## src/rtl/interrupt_controller_pkg.sv

```systemverilog
// interrupt_controller_pkg: shared constants and FSM state type for the interrupt path
package interrupt_controller_pkg;

    typedef enum bit [1:0] {IC_IDLE, IC_REQUEST, IC_IN_SERVICE} IntCtrlState;

    localparam int INT_SOURCES       = 8;
    localparam int INT_VECTOR_BITS   = 3;
    localparam int INT_LOST_CNT_BITS = 8;

endpackage

```

## src/rtl/interrupt_controller_if.sv

```systemverilog
// interrupt_controller_if: request/acknowledge/end-of-interrupt handshake to exec_unit
interface interrupt_controller_if #(
    parameter int VECTOR_BITS = 3
);

    logic                   int_req;
    logic                   int_ack;
    logic                   eoi;
    logic [VECTOR_BITS-1:0] int_vector;

    modport master (output int_req, output int_vector, input int_ack, input eoi);
    modport slave  (input int_req, input int_vector, output int_ack, output eoi);

endinterface

```

## src/rtl/interrupt_controller_irq_edge_sync.sv

```systemverilog
// irq_edge_sync: two-flop synchroniser plus history flop, emits one-cycle rising-edge pulses
module irq_edge_sync #(
    parameter int WIDTH = 1
) (
    input  logic             clk,
    input  logic             reset_n,
    input  logic [WIDTH-1:0] async_i,
    output logic [WIDTH-1:0] rise_o
);

    logic [WIDTH-1:0] s0_q, s1_q, h_q;

    // s0/s1 resolve metastability; h remembers the previous synchronised level
    always_ff @(posedge clk or negedge reset_n) begin
        if (!reset_n) begin
            s0_q <= '0;
            s1_q <= '0;
            h_q  <= '0;
        end else begin
            s0_q <= async_i;
            s1_q <= s0_q;
            h_q  <= s1_q;
        end
    end

    assign rise_o = s1_q & ~h_q;

endmodule

```

## src/rtl/interrupt_controller.sv

```systemverilog
// interrupt_controller: edge-latched, maskable, fixed-priority interrupt requester for exec_unit
module interrupt_controller
    import interrupt_controller_pkg::*;
#(
    parameter int NUM_SOURCES   = INT_SOURCES,
    parameter int VECTOR_BITS   = INT_VECTOR_BITS,
    parameter int LOST_CNT_BITS = INT_LOST_CNT_BITS
) (
    input  logic                     clk,
    input  logic                     reset_n,
    input  logic [NUM_SOURCES-1:0]   irq_in,
    input  logic                     mask_wr_en,
    input  logic [NUM_SOURCES-1:0]   mask_wr_data,
    output logic [NUM_SOURCES-1:0]   mask,
    output logic [NUM_SOURCES-1:0]   pending,
    output logic [LOST_CNT_BITS-1:0] lost_count,
    interrupt_controller_if.master   irq_bus
);

    localparam int SUMW = LOST_CNT_BITS + VECTOR_BITS + 1;

    logic [NUM_SOURCES-1:0]   rise, active, clr, lost_hits;
    logic [NUM_SOURCES-1:0]   mask_q, mask_d, pend_q, pend_d;
    logic [LOST_CNT_BITS-1:0] lost_q, lost_d;
    logic [SUMW-1:0]          lost_sum;
    logic [VECTOR_BITS-1:0]   vec_q, vec_d;
    logic                     req_q, req_d;
    IntCtrlState              state_q, state_d;

    function automatic logic [VECTOR_BITS-1:0] prio_enc(input logic [NUM_SOURCES-1:0] v);
        prio_enc = '0;
        for (int i = NUM_SOURCES - 1; i >= 0; i--)
            if (v[i]) prio_enc = VECTOR_BITS'(i);
    endfunction

    irq_edge_sync #(.WIDTH(NUM_SOURCES)) u_sync (
        .clk     (clk),
        .reset_n (reset_n),
        .async_i (irq_in),
        .rise_o  (rise)
    );

    // pending/mask/lost-count next state; a new edge beats the acknowledge clear on the same bit
    always_comb begin
        active    = pend_q & mask_q;
        clr       = (state_q == IC_REQUEST && irq_bus.int_ack) ? NUM_SOURCES'(1) << vec_q : '0;
        lost_hits = rise & pend_q & ~clr;
        lost_sum  = SUMW'(lost_q) + SUMW'($countones(lost_hits));
        lost_d    = |lost_sum[SUMW-1:LOST_CNT_BITS] ? '1 : lost_sum[LOST_CNT_BITS-1:0];
        pend_d    = (pend_q & ~clr) | rise;
        mask_d    = mask_wr_en ? mask_wr_data : mask_q;
    end

    // request FSM; the vector is captured only when leaving idle so it stays stable through service
    always_comb begin
        state_d = state_q;
        req_d   = req_q;
        vec_d   = vec_q;
        case (state_q)
            IC_IDLE: if (|active) begin
                state_d = IC_REQUEST;
                req_d   = 1'b1;
                vec_d   = prio_enc(active);
            end
            IC_REQUEST: if (irq_bus.int_ack) begin
                state_d = IC_IN_SERVICE;
                req_d   = 1'b0;
            end
            IC_IN_SERVICE: if (irq_bus.eoi) state_d = IC_IDLE;
            default: begin
                state_d = IC_IDLE;
                req_d   = 1'b0;
            end
        endcase
    end

    // all state clears immediately on reset so a pending request is dropped at once
    always_ff @(posedge clk or negedge reset_n) begin
        if (!reset_n) begin
            mask_q  <= '0;
            pend_q  <= '0;
            lost_q  <= '0;
            vec_q   <= '0;
            req_q   <= 1'b0;
            state_q <= IC_IDLE;
        end else begin
            mask_q  <= mask_d;
            pend_q  <= pend_d;
            lost_q  <= lost_d;
            vec_q   <= vec_d;
            req_q   <= req_d;
            state_q <= state_d;
        end
    end

    assign mask               = mask_q;
    assign pending            = pend_q;
    assign lost_count         = lost_q;
    assign irq_bus.int_req    = req_q;
    assign irq_bus.int_vector = vec_q;

endmodule

```

## src/flat_wrapper.sv

```systemverilog
// flat-port wrapper written by rule: the top's interface ports become plain ports
module interrupt_controller_flat import interrupt_controller_pkg::*;
#(
    parameter int NUM_SOURCES   = INT_SOURCES,
    parameter int VECTOR_BITS   = INT_VECTOR_BITS,
    parameter int LOST_CNT_BITS = INT_LOST_CNT_BITS
)
  (clk, reset_n, irq_in, mask_wr_en, mask_wr_data, mask, pending, lost_count, irq_bus_int_req, irq_bus_int_vector, irq_bus_int_ack, irq_bus_eoi);
  interrupt_controller_if #(.VECTOR_BITS(VECTOR_BITS)) irq_bus_i ();
  input  logic clk;
  input  logic reset_n;
  input  logic [NUM_SOURCES-1:0] irq_in;
  input  logic mask_wr_en;
  input  logic [NUM_SOURCES-1:0] mask_wr_data;
  output logic [NUM_SOURCES-1:0] mask;
  output logic [NUM_SOURCES-1:0] pending;
  output logic [LOST_CNT_BITS-1:0] lost_count;
  output wire logic [$bits(irq_bus_i.int_req)-1:0] irq_bus_int_req;
  output wire logic [$bits(irq_bus_i.int_vector)-1:0] irq_bus_int_vector;
  input wire logic [$bits(irq_bus_i.int_ack)-1:0] irq_bus_int_ack;
  input wire logic [$bits(irq_bus_i.eoi)-1:0] irq_bus_eoi;
  assign irq_bus_int_req = irq_bus_i.int_req;
  assign irq_bus_int_vector = irq_bus_i.int_vector;
  assign irq_bus_i.int_ack = irq_bus_int_ack;
  assign irq_bus_i.eoi = irq_bus_eoi;
  interrupt_controller #(.NUM_SOURCES(NUM_SOURCES), .VECTOR_BITS(VECTOR_BITS), .LOST_CNT_BITS(LOST_CNT_BITS)) u_core (.clk(clk), .reset_n(reset_n), .irq_in(irq_in), .mask_wr_en(mask_wr_en), .mask_wr_data(mask_wr_data), .mask(mask), .pending(pending), .lost_count(lost_count), .irq_bus(irq_bus_i));
endmodule
```

## config.mk

```make
export PLATFORM = sky130hd
export DESIGN_NAME = interrupt_controller_flat
export DESIGN_NICKNAME = d
export VERILOG_FILES = /design/src/rtl/interrupt_controller_pkg.sv /design/src/rtl/interrupt_controller_if.sv /design/src/rtl/interrupt_controller_irq_edge_sync.sv /design/src/rtl/interrupt_controller.sv /design/src/flat_wrapper.sv
export SDC_FILE = /design/constraint.sdc
export NUM_CORES = 1
export LEC_CHECK = 0
export BUFFER_PORTS_ARGS = -buffer_cell sky130_fd_sc_hd__buf_2
export CORE_ASPECT_RATIO = 0.9
export CORE_MARGIN = 3
export CORE_UTILIZATION = 35
export CTS_CLUSTER_SIZE = 28
export DETAILED_ROUTE_END_ITERATION = 7
export MAX_ROUTING_LAYER = met4
export PLACE_DENSITY_LB_ADDON = 0.08
export SYNTH_ARGS = -nofsm -noshare
export SYNTH_HDL_FRONTEND = slang
export SYNTH_HIERARCHICAL = 1
export SYNTH_SLANG_ARGS = --single-unit
```

## constraint.sdc

```tcl
create_clock -name clk -period 7.6 [get_ports clk]
set_input_delay 0.38 -clock clk [delete_from_list [all_inputs] [get_ports clk]]
set_output_delay 0.38 -clock clk [all_outputs]
set_load 0.03 [all_outputs]
```

==> metrics.log, run 1 <==
INFO  metric setup_viol = 0
INFO  metric mappedNetlistNets = 214
INFO  metric sequential_fraction_of_the_synthesis_area = 0.5810
INFO  metric tritoncts_clock_tree = yes
INFO  metric port_bufs = 48
INFO  metric clk_root_buffer_cell = sky130_fd_sc_hd__clkbuf_8
INFO  metric first_pass_iters = 4
INFO  metric cts.repair_timing.setup_buffer_count = 0
INFO  metric synth_warnings = 6
INFO  metric endpoint_class_of_the_critical_path = flip-flop
INFO  metric timing.max_slew.rel_slack = 0.5428
INFO  metric ant_nets = 0
INFO  metric antenna_cells = 0
INFO  metric power.ir.vdd_worst = 147.2 µV
INFO  metric critPathLaunchType = flip-flop
INFO  metric worst_path_largest_cell_delay = 530 ps
INFO  metric finalHoldViolCount = 0
INFO  metric cp_slowest_cell = sky130_fd_sc_hd__fa_1
INFO  metric overflow = 0
INFO  metric io_pins = 49
INFO  metric min_period = 4789 ps
INFO  metric p_leak = 1.285 nW
INFO  metric synthCells = around 180
INFO  metric clk_transition_reported_paths = approximately 100 ps
INFO  metric syn_avg_cell_area = ~13 µm²
INFO  metric worstPathRequired = 7800 ps
INFO  metric tritoncts.num_buffers = 5
INFO  metric vias_per_cell = 4.569
INFO  metric die_x = 91.93 µm
INFO  metric fin_worst_skew = 9.885 ps
INFO  metric yosys.area.top_type_share = 0.5810
INFO  metric htree_levels = 2
INFO  metric drcViolationCount = 0
INFO  metric timing.setup.tns = 0 ps
INFO  metric detail_route.wl_per_cell = 13.21 µm
INFO  metric worst-path-max-fanout = 6
INFO  metric power_density = 382.7 nW/µm²
INFO  metric syn_to_final_growth = 19.26%
INFO  metric fin_crit_sh = 0.6301
INFO  metric global_route.usage.total = 0.1226
INFO  metric ys.flop_type = sky130_fd_sc_hd__dfrtp_1
INFO  metric cts.sink_count = between 50 and 60
INFO  metric grt_antenna_before_repair = 0
INFO  metric fmax = between 200 and 250 MHz
INFO  metric cts.path.max_buffers = 2
INFO  metric start_util = 0.3702
INFO  metric dp_hpwl = around 3200 µm
INFO  metric core_area = roughly 6300 µm²
INFO  metric final_nets = 269
INFO  metric post_cts_hold_buffer_count = 0
INFO  metric async_flop_share = 1.000
INFO  metric netlist.top_cell.by_area = sky130_fd_sc_hd__dfrtp_1
INFO  metric fp.dieArea = 7661 µm²
INFO  metric max_cap_violations = 0
INFO  metric max_slew.worst_pin.slew = 685.7 ps
INFO  metric cpMostUsedCell = sky130_fd_sc_hd__fa_1
INFO  metric path_buf_inv = 2
INFO  metric clkLatencyLatePin = 310 ps
INFO  metric grt_setup_unrepaired = no
INFO  metric synth_cell_types = 36
INFO  metric place_congestion = 0.7227
INFO  metric timing.critical_path.arrival = 4990 ps
INFO  metric post_cts_resized = 0
INFO  metric postSynthRegisterBits = 54
INFO  metric fillerInstances = 625
INFO  metric first_iter_violations = 65
INFO  metric first_global_vias = about 1,500
INFO  metric final.hold.worst_slack = 169.1 ps
INFO  metric chipHeight = 83.34 µm
INFO  metric post_route_cells_drive_above_1_share = 0.3445
INFO  metric cpLargestDelayFamily = adder cells
INFO  metric edff_count_synth = 0
INFO  metric detailroute.via_count = 1,485
INFO  metric synth.top_cells.by_area = sky130_fd_sc_hd__dfrtp_1 58%, sky130_fd_sc_hd__nor2b_4 4.7%, sky130_fd_sc_hd__fa_1 4.3%
INFO  metric pin_count_of_the_biggest_net_entering_global_routing = 55
INFO  metric netlist_area_before_placement = 2326 µm²
INFO  metric crit_type = flip-flop to flip-flop
INFO  metric wirelength = 4293 µm
INFO  metric worstHoldPathType = primary input to flip-flop
INFO  metric outcome = complete, no violations
INFO  metric slew_violations = 0
INFO  metric cp_cell_sequence = nand3b_1 -> or2_1 -> o31ai_2 -> nor2_1 -> fa_1 -> inv_1 -> fa_1 -> inv_1 -> fa_1 -> fa_1 -> fa_1 -> a211o_2 -> o211a_1 -> nand2_1 -> mux2_4
INFO  metric first_pass_grt_wire_length = 7265 µm
INFO  metric fp-row-count = 27
==> worst reg2reg max path, delay by kind of cell (launching register included) <==
kind                     cells  cell delay, ps
adder cells (fa/ha/maj)      5            2430
AO/OA/AOI/OAI                3             760
AND/OR/NAND/NOR              4             650
flip-flops                   1             430
multiplexers                 1             290
buffers and inverters        2             110
==> metrics by stage <==
step                setup WS [ps]  instance area [µm²]  cells  total power (W)    util
floorplan                    3008                 2326    182        0.0007791       -
global placement             2865                 2679    317        0.0009117  0.4263
detailed placement           2808                 2679    317        0.0009134  0.4263
CTS                          2786                 2774    325         0.001083  0.4415
global route                 2532                 2774    325         0.001151  0.4415
finish                       2811                 2774    325         0.001062  0.4415
==> Yosys cell counts, drive strengths merged (2+ instances only) <==
master / instances
xnor2: 2
o31ai: 2
dfrtp: 54
nor2: 8
nand2: 20
nor2b: 8
a21oi: 5
nand3: 6
nand2b: 7
inv: 12
or2: 2
o21ai: 10
fa: 5
mux2: 10
ha: 6
o21a: 2
o211ai: 4
a21o: 2
a22oi: 5
==> logic make-up after synthesis <==
group / after synthesis / share of synthesized area
compound gates: 36 / 0.1167
xor+xnor: 2 / 0.007532
fa+ha+maj: 11 / 0.07531
buf+inv: 13 / 0.02098
flops: 54 / 0.5810
mux: 11 / 0.05595
simple gates: 55 / 0.1426
==> flip-flops by register name (all words and copies together) (netlist names) <==
signal and cells:
u_core/mask 8, u_core/irq_bus.int_req 1, u_core/state_q 2, u_core/u_sync/s0_q 8, u_core/u_sync/s1_q 8, u_core/pending 8, u_core/u_sync/h_q 8, u_core/irq_bus.int_vector 3
u_core/lost_count 8
==> layout make-up <==
class	count	area, µm²	area share
tap	87	108.9	0.03924
inverter	12	45.04	0.01624
multi-input combinational	115	925.9	0.3338
clock buffer	5	68.82	0.02481
sequential	54	1351	0.4871
clock inverter	3	26.28	0.009472
timing repair buffer	49	247.7	0.08931
==> path summary, 6_finish.rpt <==
| check | from | end | slack, ps | cells after the start |
|---|---|---|---|---|
| worst min-delay path | irq_in[6] | u_core/u_sync/s0_q[6]$_DFF_PN0_ | 170 | 1 |
| worst min register to register | u_core/u_sync/s0_q[4]$_DFF_PN0_ | u_core/u_sync/s1_q[4]$_DFF_PN0_ | 360 | 0 |
| max in group asynchronous | reset_n | u_core/state_q[1]$_DFFE_PN0P_ | 6950 | 2 |
| min in group asynchronous | reset_n | u_core/mask[1]$_DFFE_PN0P_ | 180 | 2 |
| worst max-delay path | u_core/state_q[1]$_DFFE_PN0P_ | u_core/lost_count[6]$_DFF_PN0_ | 2810 | 15 |
| worst max register to register | u_core/state_q[1]$_DFFE_PN0P_ | u_core/lost_count[6]$_DFF_PN0_ | 2810 | 15 |
==> power by group <==
part | internal (W) | switching [W]
Clock | 0.0000667 | 0.0000969
Sequential | 0.000352 | 0.0000679
Combinational | 0.000192 | 0.000286
Total | 0.000611 | 0.000451
==> per-layer routing <==
layer	share of wire	GRT usage	up-vias
li1	-	-	730
met1	0.48	0.1627	709
met2	0.44	0.1797	41
met3	0.063	0.03442	5
met4	0.010	0.04453	0
met5	0	-	-
==> cells in the final DEF (no fill, tap or decap), types with 2 or more instances in the layout <==
| cell type | n |
|---|---|
| sky130_fd_sc_hd__nand3_1 | 6 |
| sky130_fd_sc_hd__dfrtp_1 | 54 |
| sky130_fd_sc_hd__o21ai_1 | 5 |
| sky130_fd_sc_hd__a22oi_2 | 3 |
| sky130_fd_sc_hd__nor2_1 | 8 |
| sky130_fd_sc_hd__ha_1 | 6 |
| sky130_fd_sc_hd__a22oi_1 | 2 |
| sky130_fd_sc_hd__a21o_1 | 2 |
| sky130_fd_sc_hd__clkbuf_8 | 5 |
| sky130_fd_sc_hd__mux2_4 | 2 |
| sky130_fd_sc_hd__inv_1 | 12 |
| sky130_fd_sc_hd__a21oi_1 | 5 |
| sky130_fd_sc_hd__xnor2_1 | 2 |
| sky130_fd_sc_hd__o21a_1 | 2 |
| sky130_fd_sc_hd__buf_2 | 48 |
| sky130_fd_sc_hd__or2_1 | 2 |
| sky130_fd_sc_hd__nand2_1 | 20 |
| sky130_fd_sc_hd__nor2b_4 | 8 |
| sky130_fd_sc_hd__nand2b_1 | 7 |
| sky130_fd_sc_hd__mux2_2 | 8 |
| sky130_fd_sc_hd__o21ai_0 | 5 |
| sky130_fd_sc_hd__clkinv_4 | 3 |
| sky130_fd_sc_hd__fa_1 | 5 |
| sky130_fd_sc_hd__o211ai_1 | 3 |
(Power assumes the default switching activity.)
==> inputs of run 2 (changes only) <==
Settings changed: ABC_AREA from default to 1.
Clock period 7.6 ns to 5 ns, I/O delays scaled along.
==> metrics.log, run 2 <==
INFO  metric clk_root_buffer_cell = sky130_fd_sc_hd__clkbuf_8
INFO  metric multi_input_area = between 800 and 900 µm²
INFO  metric r2r_setup_slack = 680 ps
INFO  metric fin_crit_sh = 0.8634
INFO  metric synthTopCellsByCount = 54 x sky130_fd_sc_hd__dfrtp_1, 48 x sky130_fd_sc_hd__nand2_1, 36 x sky130_fd_sc_hd__inv_1, 20 x sky130_fd_sc_hd__nand3_1, 12 x sky130_fd_sc_hd__nor2_1
INFO  metric first_pass_grt_wire_length = 7569 µm
INFO  metric final_area = 2771 µm²
INFO  metric slew_violations = 0
INFO  metric first_pass_iters = 4
INFO  metric global_route.usage.total = 0.1276
INFO  metric netlist.top_cell.by_area = sky130_fd_sc_hd__dfrtp_1
INFO  metric grt_antenna_before_repair = 0
INFO  metric syn_to_final_growth = 19.41%
INFO  metric mappedNetlistNets = around 260
INFO  metric fp.dieArea = 7646 µm²
INFO  metric drcViolationCount = 0
INFO  metric cts.sink_count = 54
INFO  metric rr_startpoint = u_core/state_q[1]$_DFFE_PN0P_
INFO  metric fp-row-count = 27
INFO  metric post_cts_hold_buffer_count = 0
INFO  metric chipHeight = around 83 µm
INFO  metric final_nets = approximately 310
INFO  metric hold_path_end = u_core/u_sync/s0_q[2]$_DFF_PN0_
INFO  metric min_period = about 4300 ps
INFO  metric postSynthRegisterBits = 54
INFO  metric pin_count_of_the_biggest_net_entering_global_routing = 55
INFO  metric sequential_fraction_of_the_synthesis_area = 0.5822
INFO  metric synth.top_cells.by_area = sky130_fd_sc_hd__dfrtp_1 58%, sky130_fd_sc_hd__nand2_1 7.8%, sky130_fd_sc_hd__inv_1 5.8%
INFO  metric start_util = 0.3694
INFO  metric synth_warnings = 6
INFO  metric tritoncts.num_buffers = 5
INFO  metric finalHoldViolCount = 0
INFO  metric vias_per_cell = 4.293
INFO  metric timing.rr.end = u_core/lost_count[3]$_DFF_PN0_
INFO  metric p_leak = 1.416 nW
INFO  metric detailroute.via_count = 1,584
INFO  metric htree_levels = 2
INFO  metric max_slew.worst_pin.slew = 673.6 ps
INFO  metric timing.final.ws_setup = 683.2 ps
INFO  metric netlist_area_before_placement = 2321 µm²
INFO  metric post_route_cells_drive_above_1_share = 0.2908
INFO  metric critPathLaunchType = flip-flop
INFO  metric synth_cell_types = 26
INFO  metric endpoint_class_of_the_critical_path = flip-flop
INFO  metric most_common_cell_in_the_netlist = sky130_fd_sc_hd__dfrtp_1
INFO  metric synthCells = 226
INFO  metric clkLatencyLatePin = 310 ps
INFO  metric max_cap_violations = 0
INFO  metric timing.max_slew.rel_slack = 0.5510
INFO  metric ys.flop_type = sky130_fd_sc_hd__dfrtp_1
INFO  metric cts.path.max_buffers = 2
INFO  metric detail_route.wl_per_cell = 11.95 µm
INFO  metric wirelength = approximately 4400 µm
INFO  metric antenna_cells = 0
INFO  metric first_global_vias = 1,526
INFO  metric core_area = 6284 µm²
INFO  metric post_dp_cell_area = 2673 µm²
INFO  metric final.hold.worst_slack = 39.46 ps
INFO  metric overflow = 0
INFO  metric power_density = 556.4 nW/µm²
INFO  metric worstHoldPathCells = 1
INFO  metric mostFrequentLayoutCells = 54 x sky130_fd_sc_hd__dfrtp_1, 48 x sky130_fd_sc_hd__buf_2, 48 x sky130_fd_sc_hd__nand2_1
INFO  metric die_x = between 90 and 100 µm
INFO  metric yosys.area.top_type_share = 0.5822
INFO  metric edff_count_synth = 0
INFO  metric hp-start = irq_in[2]
INFO  metric grt_setup_unrepaired = no
INFO  metric setup_viol = 0
INFO  metric worstHoldPathType = primary input to flip-flop
INFO  metric place_congestion = 0.7956
INFO  metric io_pins = 49
INFO  metric worstPathRequired = 5190 ps
INFO  metric fmax = 231.7 MHz
INFO  metric post_cts_resized = 0
INFO  metric power.ir.vdd_worst = roughly 160 µV
INFO  metric rr_worst_depth = 17
INFO  metric fillerInstances = 619
INFO  metric first_iter_violations = 86
INFO  metric worst-path-max-fanout = 9
INFO  metric timing.setup.tns = 0 ps
INFO  metric outcome = complete, no violations
INFO  metric ant_nets = 0
INFO  metric crit_type = flip-flop to flip-flop
INFO  metric final-seq-area = 1351 µm²
INFO  metric post-place-ws = about 720 ps
INFO  metric port_bufs = between 40 and 50
INFO  metric dp_hpwl = 3321 µm
INFO  metric clk_transition_reported_paths = about 100 ps
INFO  metric syn_avg_cell_area = between 10 and 15 µm²
INFO  metric timing.critical_path.arrival = 4510 ps
INFO  metric cts.repair_timing.setup_buffer_count = 0
INFO  metric fin_worst_skew = around 6 ps
INFO  metric final_common_cell = sky130_fd_sc_hd__dfrtp_1
INFO  metric async_flop_share = 1.000
INFO  metric tritoncts_clock_tree = yes
-- run 2: area by class of cell --
type,count,area share
repair buffers,49,0.08939
inverters,36,0.04876
clock buffers,6,0.02980
flip-flops and latches,54,0.4876
well taps,87,0.03928
multi-input cells,135,0.2993
clock inverters,2,0.005869
-- run 2: kinds of logic after synthesis --
kind of cell / Yosys count / synth area share
muxes: 8 / 0.03882
DFF: 54 / 0.5822
and+or+nand+nor: 99 / 0.1968
xor gates and xnor gates: 1 / 0.003774
adders and majority gates: 11 / 0.07547
AOI/OAI and AO/OA: 16 / 0.04259
buffers and inverters: 37 / 0.06038
-- run 2: power by group --
group          switching, W  internal [W]  leakage (nW)
Sequential        0.0000844      0.000528         0.619
Combinational      0.000434      0.000233         0.750
Clock              0.000148      0.000114        0.0478
-- run 2: routing by layer --
layer / up-vias / track usage / part of all wire
met3: 8 / 0.02989 / 0.042
met4: 0 / 0.04453 / 0.015
li1: 811 / - / -
met1: 738 / 0.1839 / 0.51
met2: 27 / 0.1751 / 0.43
met5: - / - / 0
-- run 2: critical path: stages (launching register included) --
cell and delay, ps:
sky130_fd_sc_hd__dfrtp_1 390, sky130_fd_sc_hd__inv_1 80, sky130_fd_sc_hd__nand3_1 230, sky130_fd_sc_hd__o21ai_0 290, sky130_fd_sc_hd__nor2_1 90, sky130_fd_sc_hd__fa_1 510, sky130_fd_sc_hd__inv_1 60, sky130_fd_sc_hd__fa_1 540
sky130_fd_sc_hd__inv_1 60, sky130_fd_sc_hd__fa_1 500, sky130_fd_sc_hd__fa_1 470, sky130_fd_sc_hd__fa_1 420, sky130_fd_sc_hd__nand3_1 100, sky130_fd_sc_hd__nand2_1 80, sky130_fd_sc_hd__nand3_2 90, sky130_fd_sc_hd__nor2_2 40
sky130_fd_sc_hd__nand2_2 140, sky130_fd_sc_hd__nand3_1 90
-- run 2: worst max-delay path by stage --
stage                                           to  depth (start not counted)                                startpoint
CTS                 u_core/lost_count[7]$_DFF_PN0_                         17             u_core/state_q[1]$_DFFE_PN0P_
global placement    u_core/lost_count[7]$_DFF_PN0_                         17             u_core/state_q[1]$_DFFE_PN0P_
floorplan           u_core/lost_count[3]$_DFF_PN0_                         17  u_core/irq_bus.int_vector[2]$_DFFE_PN0P_
detailed placement  u_core/lost_count[7]$_DFF_PN0_                         17             u_core/state_q[1]$_DFFE_PN0P_
global route        u_core/lost_count[4]$_DFF_PN0_                         17             u_core/state_q[1]$_DFFE_PN0P_
finish              u_core/lost_count[3]$_DFF_PN0_                         17             u_core/state_q[1]$_DFFE_PN0P_
-- run 2: through the flow --
step / std cells / util / power (W)
CTS: 369 / 0.4411 / 0.001564
global route: 369 / 0.4411 / 0.001682
finish: 369 / 0.4411 / 0.001542
floorplan: 226 / - / 0.001109
global placement: 361 / 0.4253 / 0.001293
detailed placement: 361 / 0.4253 / 0.001298
==> inputs of run 3 (changes only) <==
Settings changed: SYNTH_HIERARCHICAL 1 to default.
==> metrics.log, run 3 <==
INFO  metric outcome = complete, no violations
INFO  metric dp_hpwl = roughly 3400 µm
INFO  metric drcViolationCount = 0
INFO  metric slew_violations = 0
INFO  metric timing.setup.tns = 0 ps
INFO  metric ant_nets = 0
INFO  metric clk_root_buffer_cell = sky130_fd_sc_hd__clkbuf_8
INFO  metric place_congestion = between 0.8 and 0.9
INFO  metric max_cap_violations = 0
INFO  metric async_flop_share = 1.000
INFO  metric power.ir.vdd_worst = 256.0 µV
INFO  metric first_iter_violations = 54
INFO  metric setup.worst_path.start = u_core.state_q[1]$_DFFE_PN0P_
INFO  metric wirelength = 4446 µm
INFO  metric htree_levels = 2
INFO  metric grt_antenna_before_repair = 0
INFO  metric worst_path_largest_cell_delay = between 500 and 600 ps
INFO  metric grt_setup_unrepaired = no
INFO  metric critPathLaunchType = flip-flop
INFO  metric post_route_cells_drive_above_1_share = 0.2734
INFO  metric worstHoldPathType = primary input to flip-flop
INFO  metric first_pass_grt_wire_length = ~7900 µm
INFO  metric global_route.usage.total = 0.1306
INFO  metric fin_crit_sh = 0.7161
INFO  metric mappedNetlistNets = 268
INFO  metric vias_per_cell = 4.343
INFO  metric setup_viol = 0
INFO  metric synthCells = roughly 230
INFO  metric postSynthRegisterBits = 54
INFO  metric fmax = 279.3 MHz
INFO  metric power.share.combinational = 0.430
INFO  metric worst-path-max-fanout = 9
INFO  metric post_cts_resized = 0
INFO  metric netlist_area_before_placement = 2357 µm²
INFO  metric switching_power = 0.0006710 W
INFO  metric syn_to_final_growth = 19.59%
INFO  metric first_pass_iters = 2
INFO  metric sequential_fraction_of_the_synthesis_area = 0.5732
INFO  metric port_bufs = 48
INFO  metric yosys.area.top_type_share = 0.5732
INFO  metric detail_route.wl_per_cell = 11.82 µm
INFO  metric power.clock.fraction = 0.183
INFO  metric synth_warnings = 0
INFO  metric post_cts_hold_buffer_count = 0
INFO  metric timing.max_slew.rel_slack = 0.5513
INFO  metric netlist.top_cell.by_area = sky130_fd_sc_hd__dfrtp_1
INFO  metric p_int = between 0.0009 and 0.001 W
INFO  metric worstPathRequired = ~5200 ps
INFO  metric timing.critical_path.arrival = roughly 3800 ps
INFO  metric p_leak = approximately 1.5 nW
INFO  metric tritoncts_clock_tree = yes
INFO  metric first_global_vias = 1,675
INFO  metric mostFrequentLayoutCells = 59 x sky130_fd_sc_hd__nand2_1, 54 x sky130_fd_sc_hd__dfrtp_1, 48 x sky130_fd_sc_hd__buf_2
INFO  metric endpoint_class_of_the_critical_path = flip-flop
INFO  metric pin_count_of_the_biggest_net_entering_global_routing = 55
INFO  metric power.share.switching = 0.4246
INFO  metric cp_cell_sequence = nor3_2 -> inv_2 -> o21ai_2 -> nor3_1 -> ha_1 -> inv_1 -> fa_1 -> fa_1 -> fa_1 -> inv_1 -> fa_1 -> nand3_1 -> nand2_1 -> nand2_1 -> o22ai_1 -> inv_1
INFO  metric cpMostUsedCell = sky130_fd_sc_hd__fa_1
INFO  metric cts.path.max_buffers = 2
INFO  metric clkLatencyLatePin = 300 ps
INFO  metric synth_cell_types = 21
INFO  metric fin_worst_skew = 4.625 ps
INFO  metric min_period = 3581 ps
INFO  metric tritoncts.num_buffers = 5
INFO  metric most_common_cell_in_the_netlist = sky130_fd_sc_hd__nand2_1
INFO  metric rr_startpoint = u_core.state_q[1]$_DFFE_PN0P_
INFO  metric final.hold.worst_slack = between 40 and 50 ps
INFO  metric antenna_cells = 0
INFO  metric ys.flop_type = sky130_fd_sc_hd__dfrtp_1
INFO  metric core_area = 6317 µm²
INFO  metric overflow = 0
INFO  metric final_common_cell = sky130_fd_sc_hd__nand2_1
INFO  metric synth.top_cells.by_area = sky130_fd_sc_hd__dfrtp_1 57%, sky130_fd_sc_hd__nand2_1 9.4%, sky130_fd_sc_hd__inv_1 6.1%
INFO  metric fillerInstances = 645
INFO  metric io_pins = 49
INFO  metric chipHeight = 83.86 µm
INFO  metric edff_count_synth = 0
INFO  metric final_nets = 323
INFO  metric detailroute.via_count = 1,633
INFO  metric cp_slowest_cell = sky130_fd_sc_hd__fa_1
INFO  metric power_density = around 560 nW/µm²
INFO  metric synthTopCellsByCount = 59 x sky130_fd_sc_hd__nand2_1, 54 x sky130_fd_sc_hd__dfrtp_1, 38 x sky130_fd_sc_hd__inv_1, 17 x sky130_fd_sc_hd__nand3_1, 16 x sky130_fd_sc_hd__nor2_1
INFO  metric crit_type = flip-flop to flip-flop
INFO  metric fp-row-count = 27
INFO  metric syn_avg_cell_area = 10.12 µm²
INFO  metric cts.sink_count = 54
INFO  metric hp-start = irq_in[7]
INFO  metric clk_transition_reported_paths = 100 ps
INFO  metric die_x = 92.51 µm
INFO  metric fp.dieArea = a little under 8000 µm²
INFO  metric power.sequential.fraction = 0.386
INFO  metric max_slew.worst_pin.slew = 673.1 ps
INFO  metric cts.repair_timing.setup_buffer_count = 0
INFO  metric finalHoldViolCount = 0
INFO  metric start_util = 0.3731
[run 3: cell types whose count changed after synthesis, sizes merged, moves of 3 or more]
cell / previous run / this run
o21ai: 9 / 12
inv: 36 / 39
nand3: 21 / 17
or2: 3 / 0
nor2: 21 / 18
nand2: 50 / 61
[run 3: cell type report]
class,instances,area [µm²],area share
well taps,87,108.9,0.03862
inverters,39,146.4,0.05193
clock inverters,2,37.54,0.01332
repair buffers,49,247.7,0.08788
multi-input cells,139,854.6,0.3032
clock buffers,6,72.57,0.02574
flip-flops and latches,54,1351,0.4794
[run 3: per-stage QoR]
step           utilization  power (W)  setup WS, ps  cells  area [µm²]
3_5_place_dp        0.4288   0.001315          1411    368        2709
3_3_place_gp        0.4288   0.001316          1470    368        2709
5_1_grt             0.4462   0.001732          1171    376        2819
4_1_cts             0.4462   0.001616          1404    376        2819
6_report            0.4462   0.001580          1419    376        2819
2_1_floorplan            -   0.001121          1517    233        2357
[run 3: worst max-delay path, delay by kind of cell (launching register included)]
family | cells | cell delay, ps
flops | 1 | 420
fa+ha+maj | 5 | 1840
buf+inv | 4 | 330
compound gates | 2 | 320
simple gates | 5 | 560
[run 3: logic make-up (layout without fill, tap and decap cells)]
family                   count (synthesis)  count (layout)  synth area share
buffers and inverters                   40              96           0.06422
adder cells (fa/ha/maj)                 14              14           0.09342
multiplexers                             8               8           0.03822
AND/OR/NAND/NOR                        100             100            0.1789
flip-flops                              54              54            0.5733
AO/OA/AOI/OAI                           17              17           0.05202
[run 3: per-layer routing]
metal,global-route usage,share of wire,up-vias
met5,-,0,-
met4,0.03644,0.011,0
met3,0.03156,0.053,4
met2,0.1957,0.44,39
met1,0.1771,0.49,752
li1,-,-,838
[run 3: worst paths after layout]
kind	slack, ps	depth (start not counted)	to
worst max-delay path	1420	16	u_core.lost_count[6]$_DFF_PN0_
worst min-delay path	50	1	u_core.u_sync.s0_q[7]$_DFF_PN0_
worst max register to register	1420	16	u_core.lost_count[6]$_DFF_PN0_
worst min register to register	360	0	u_core.u_sync.s1_q[4]$_DFF_PN0_
max in group asynchronous	4490	2	u_core.pending[3]$_DFF_PN0_
min in group asynchronous	60	2	u_core.u_sync.s1_q[6]$_DFF_PN0_
[run 3: power by group through the flow]
stage	registers (W)	logic, W	clock network [W]
2_1_floorplan	0.000745	0.000377	0
3_3_place_gp	0.000620	0.000696	0
3_5_place_dp	0.000620	0.000695	0
4_1_cts	0.000612	0.000698	0.000305
5_1_grt	0.000625	0.000783	0.000324
6_report	0.000611	0.000680	0.000289
